`src/rtl/gray_ptr_fifo_ctrl.sv`:
```
// Push/pop sequencer for an 8-entry FIFO built on two external 8-state gray counters.
// Zero-latency increment gating; occupancy flags combinational from pointers and wrap bits; sticky errors.
module gray_ptr_fifo_ctrl #(
  parameter int AF_THRESH = 6,
  parameter int AE_THRESH = 2
) (
  input  logic       clk,
  input  logic       reset_n,
  input  logic       wr_req,
  input  logic       rd_req,
  input  logic [4:0] wr_ptr,
  input  logic [4:0] rd_ptr,
  output logic       wr_inc,
  output logic       rd_inc,
  output logic       full,
  output logic       empty,
  output logic [3:0] level,
  output logic       almost_full,
  output logic       almost_empty,
  output logic       ovf_err,
  output logic       unf_err,
  output logic       ptr_err
);

  localparam logic [3:0] AF_LVL = AF_THRESH[3:0];
  localparam logic [3:0] AE_LVL = AE_THRESH[3:0];

  // Returns {illegal, index}; unknown codes land on index 7.
  function automatic logic [3:0] gray_decode(input logic [4:0] code);
    logic [3:0] r;
    case (code)
      5'b00000: r = 4'b0000;
      5'b00001: r = 4'b0001;
      5'b00011: r = 4'b0010;
      5'b00010: r = 4'b0011;
      5'b00110: r = 4'b0100;
      5'b00111: r = 4'b0101;
      5'b00101: r = 4'b0110;
      5'b00100: r = 4'b0111;
      default:  r = 4'b1111;
    endcase
    return r;
  endfunction

  logic [3:0] wr_dec;
  logic [3:0] rd_dec;
  logic [2:0] wr_idx;
  logic [2:0] rd_idx;
  logic       code_bad;
  logic       wr_wrap;
  logic       rd_wrap;
  logic       same_idx;

  assign wr_dec   = gray_decode(wr_ptr);
  assign rd_dec   = gray_decode(rd_ptr);
  assign wr_idx   = wr_dec[2:0];
  assign rd_idx   = rd_dec[2:0];
  assign code_bad = wr_dec[3] | rd_dec[3];

  assign same_idx = (wr_idx == rd_idx);
  assign full     = same_idx & (wr_wrap != rd_wrap);
  assign empty    = same_idx & (wr_wrap == rd_wrap);
  // 4-bit subtraction gives the mod-16 distance between the extended pointers.
  assign level    = {wr_wrap, wr_idx} - {rd_wrap, rd_idx};

  assign almost_full  = (level >= AF_LVL);
  assign almost_empty = (level <= AE_LVL);

  assign wr_inc = reset_n & wr_req & ~full;
  assign rd_inc = reset_n & rd_req & ~empty;

  always_ff @(posedge clk) begin
    if (!reset_n) begin
      wr_wrap <= 1'b0;
      rd_wrap <= 1'b0;
      ovf_err <= 1'b0;
      unf_err <= 1'b0;
      ptr_err <= 1'b0;
    end else begin
      if (wr_inc && wr_idx == 3'd7) wr_wrap <= ~wr_wrap;
      if (rd_inc && rd_idx == 3'd7) rd_wrap <= ~rd_wrap;
      if (wr_req && full)  ovf_err <= 1'b1;
      if (rd_req && empty) unf_err <= 1'b1;
      if (code_bad)        ptr_err <= 1'b1;
    end
  end

endmodule
```
`config.mk`:
```
export PLATFORM = sky130hd
export DESIGN_NAME = gray_ptr_fifo_ctrl
export DESIGN_NICKNAME = d
export VERILOG_FILES = /design/src/rtl/gray_ptr_fifo_ctrl.sv
export SDC_FILE = /design/constraint.sdc
export NUM_CORES = 1
export LEC_CHECK = 0
export CAP_MARGIN = 0
export CELL_PAD_IN_SITES_DETAIL_PLACEMENT = 1
export CELL_PAD_IN_SITES_GLOBAL_PLACEMENT = 2
export CORE_ASPECT_RATIO = 1.1
export CORE_MARGIN = 5
export CORE_UTILIZATION = 32
export CTS_CLUSTER_SIZE = 16
export DETAILED_ROUTE_END_ITERATION = 12
export DONT_BUFFER_PORTS = 1
export PLACE_DENSITY_LB_ADDON = 0.1
export SLEW_MARGIN = 20
export SYNTH_ARGS = -nofsm -noshare
export SYNTH_HDL_FRONTEND = slang
export SYNTH_SLANG_ARGS = --single-unit
```
`constraint.sdc`:
```
create_clock -name clk -period 4.48 [get_ports clk]
set_input_delay 0.896 -clock clk [delete_from_list [all_inputs] [get_ports clk]]
set_output_delay 0.896 -clock clk [all_outputs]
set_load 0.02 [all_outputs]
```
## After elaboration in Yosys (flattened, before gate mapping)

Memories as Yosys holds them, arrays and structs flattened.
Index checks and enable logic that the tools add are counted.

- Flip-flop bits (word level): 5
- ROM bits: 48
- Output and inout bits: 13
- Logic and storage cells: 34
- Memories: 2

Memory list:

| memory | words | bits a word | rd ports | clocked after Yosys merged registers in | write ports | line | RTL |
|---|---|---|---|---|---|---|---|
| (name not given) | 8 | 3 | 1 | 0 | 0 | 31 | `case (code)` |
| (name not given) | 8 | 3 | 1 | 0 | 0 | 31 |  |

- Add/sub/neg operators: 1
- Magnitude comparators: 2
- Equality and inequality tests: 5
- Muxes and demuxes: 2
- Bitwise operators: 11
- Reductions and logical operators: 6

Operators with widths:

| cell | number |
|---|---|
| two-way mux 4 bit | 2 |
| bitwise AND 1 bit | 6 |
| equality test 3 bit (second input constant) | 2 |
| >= comparator 4 x 3 -> 1 bit (second input constant) | 1 |
| less-or-equal comparator 4 x 2 -> 1 bit (second input constant) | 1 |
| logical AND 1 bit | 4 |
| zero test 2 bit | 2 |
| NOT 1 bit | 4 |
| subtractor 4 bit | 1 |
| equality test 3 bit | 1 |
| equality test 1 bit | 1 |
| != test 1 bit | 1 |
| OR 1 bit | 1 |

## Depth between registers and ports, before layout

- Depth in word-level cells: 7
- Mapped depth: 8
- Gate-level depth less buffers: 8

## Least setup slack after synthesis

Ideal clock, no wire load.

- Kind: input-to-output
- Start: in rd_ptr[4]
- End: out almost_full
- Data arrival time: 2.998 ns
- Data required time: 3.584 ns
- Setup slack: 0.586 ns
- Stages: 8
- Path through: or2_0 clkbuf_1 or2_2 ha_1 fa_1 xnor2_1 nand2_1 o21ai_0

- Cells in the longest elaborated chain, start to end: 4

Ends and longest elaborated chain:

| what | line | RTL |
|---|---|---|
| from (decl) | 12 | `input logic [4:0] rd_ptr,` |
| zero test 2 bit | 31 |  |
| two-way mux 4 bit | 31 |  |
| subtractor 4 bit | 64 | `assign level = {wr_wrap, wr_idx} - {rd_wrap, rd_idx};` |
| via level[2] | 17 | `output logic [3:0] level,` |
| >= comparator 4 x 3 -> 1 bit | 66 | `assign almost_full = (level >= AF_LVL);` |
| to (decl) | 18 | `output logic almost_full,` |

The timed path passes the listed nets, and every way through them passes these cells.

## Worst setup path after layout

- Start: in rd_ptr[4]
- End: out almost_empty

- Cells in the longest elaborated chain, start to end: 4

Ends and longest elaborated chain:

| what | line | RTL |
|---|---|---|
| zero test 2 bit | 31 |  |
| two-way mux 4 bit | 31 |  |
| subtractor 4 bit | 64 |  |
| less-or-equal comparator 4 x 2 -> 1 bit | 67 | `assign almost_empty = (level <= AE_LVL);` |
| to (decl) | 19 | `output logic almost_empty,` |

Every way passes these cells.

==> reports/results.txt <==
DRT Pass-1 Iters: 1
I/O pins: 27
Startpoint Class: primary input
Post-synthesis instance total: 71
Yosys top cell area share: 18.6%
TritonCTS Sinks: 5
Final max-slew violation count: 0
DRT iter0 DRCs: 0
Post-detail-place hpwl: 1160 µm
Root Buffer Master: clkbuf_4
Syn Std Cell Area: 537 µm²
Final period util: 84.0%
GRT busiest layer: met2
Post-cts resize count: 0
ANT nets after route: 0
Worst Path Max Fanout: 6
Flops & latches, synth: 5
Synth unique cells: 27
Relative slew slack: 57.2%
# rows: 15
Synthesis warning total: 0
Routed via count: 526
Vias per cell: 5.78
Layout cells sized above 1: 9.46%
Crit path cell chain: or2_0 -> or2_2 -> ha_1 -> fa_1 -> xnor2_1 -> buf_4 -> a21oi_1 -> o21a_1
Hold Buf Count CTS: 0
RSZ-0062 raised after global routing: false
Sequential area share after synthesis: 18.6%
Grt met3 use: 4.79%
Setup bufs post-CTS: 0
Die width: 49.1 µm
Crit Path Class: primary input to primary output
CP bufs+invs: 1
Post-layout total power: 0.262 mW
Final setup vio count: 0
Syn Area/Cell: 7.56 µm²
Outcome: completed
Clock tree from TritonCTS: done
CP required: 3.58 ns
Vias in the first global route: 517
Fin crit period: 3.76 ns
Setup TNS: 0 ns
Die ar.: 0.00260 mm²
Final layout net count: 93
First-pass GRT wire length: 2330 µm
Number of H-tree levels: 1
Mapped Nets: 89
VDD IR max: 0.202 mV
Pwr per Cell Area: 448 mW/mm²
Routed wire per std cell: 15.0 µm
Number of diodes: 0
CP peak stage delay: 0.43 ns
GRT Total Usage: 11.8%
Die Y: 53.0 µm
Starting density of the core: 34.0%
Clk_skew: 0.00538 ns
DRT Wirelength: 1370 µm
Clk Latency, worst-skew pair: 0.24 ns
Crit path max-delay cell type: fa_1
Final hold vios: 0
Final Cell Area: 584 µm²
CTS clk-pin slew, worst paths: 0.04 ns
Leak pwr: 0.241 nW
Area contributors post-synth: dfxtp_1, ha_1, o2111ai_1
Largest area contributor in the netlist: dfxtp_1
M2 GR Usage: 20.9%
Max-Cap Viols: 0
Residual DRC count: 0
Met1 Use GR: 11.7%
Fin util: 37.1%
I/O Buffers: 0
Critical path data arrival time: 2.87 ns
Total CTS buffers: 3
Worst min path class: flip-flop to flip-flop
F_max: 0.266 GHz
GPL Wtd Cong: 0.720
Slew @ Worst Pin: 0.636 ns
CP top delay family: adder cells
Final Instance Count excl. Fillers: 91
Largest net degree at the start of global routing: 13
Placed Area: 558 µm²
P&R area growth vs syn: 8.86%
Crit. End Element: primary output
Placed insts: 87
GRT Residual Overflow: 0
Core area: 0.00158 mm²
Max Root-Sink Buffers: 2
Initial antenna violation count: 0
Yosys cell counts, drive strengths merged:
| library cell | number |
|---|---|
| or3 | 3 |
| nand3 | 1 |
| or2 | 4 |
| fa | 1 |
| o31ai | 2 |
| inv | 4 |
| nor2 | 8 |
| nor3b | 2 |
| clkbuf | 2 |
| and3 | 2 |
| a21oi | 3 |
| o21a | 1 |
| o21ai | 1 |
| xor2 | 3 |
| nor2b | 3 |
| nand4b | 2 |
| ha | 3 |
| o2111ai | 4 |
| and2b | 1 |
| a31oi | 2 |
| nand2 | 6 |
| dfxtp | 5 |
| xnor2 | 4 |
| nand3b | 3 |
| o31a | 1 |
placed cells by master, fill, tap and decap left out, types with 4 or more instances in the layout:
cell type  netlist  routed
nand2_1          6       6
o2111ai_1        4       4
nor2_1           8       8
dfxtp_1          5       5
inv_1            4       4
xnor2_1          4       4
cells by family (layout without fill, tap and decap cells):
logic type                 after synthesis  in the layout  synth area share (%)
AOI/OAI and AO/OA                       14             14                  18.4
xor gates and xnor gates                 7              7                  11.4
adders and majority gates                4              4                  10.7
buffers and inverters                    6              9                  4.20
DFF                                      5              5                  18.6
and+or+nand+nor                         35             35                  36.6
per-stage QoR:
step           hold slack [ns]  worst slack, ns
2_1_floorplan            0.600            0.586
5_1_grt                  0.665            0.601
3_3_place_gp             0.623            0.708
6_report                 0.638            0.718
4_1_cts                  0.646            0.688
3_5_place_dp             0.636            0.688
final timing paths:
kind / startpoint / end / slack, ns / cells past startpoint
hold reg to reg: unf_err / unf_err / 0.64 / 2
setup reg to reg: wr_wrap / rd_wrap / 3.21 / 3
hold / removal: unf_err / unf_err / 0.64 / 2
setup / recovery: rd_ptr[4] / almost_empty / 0.72 / 8
flip-flops by register name, indices dropped and copies added, names as in the netlist:
register	flops
ptr_err	1
ovf_err	1
unf_err	1
rd_wrap	1
wr_wrap	1
area by class of cell:
type	count	area (µm²)
clock buffers	4	26.3
multi-input cells	60	414
flip-flops and latches	5	100
well taps	17	21.3
fillers	207	992
repair buffers	1	7.51
inverters	4	15.0
worst reg2reg max path, stage by stage (launching register included):
cell,delay (ns)
dfxtp_1,0.41
xor2_1,0.45
or3_1,0.19
nand4b_1,0.08
layer usage:
layer	routed length (µm)	share of wire, %
met3	115	8.4
met2	726	53
met4	15	1.1
met1	509	37
met5	0	0
report_power, final:
part	total, mW	switching, mW	internal [mW]
clock network	0.0511	0.0175	0.0336
registers	0.0701	0.0156	0.0545
logic	0.141	0.0987	0.0419
No activity file was read; power rests on OpenSTA's default activity.
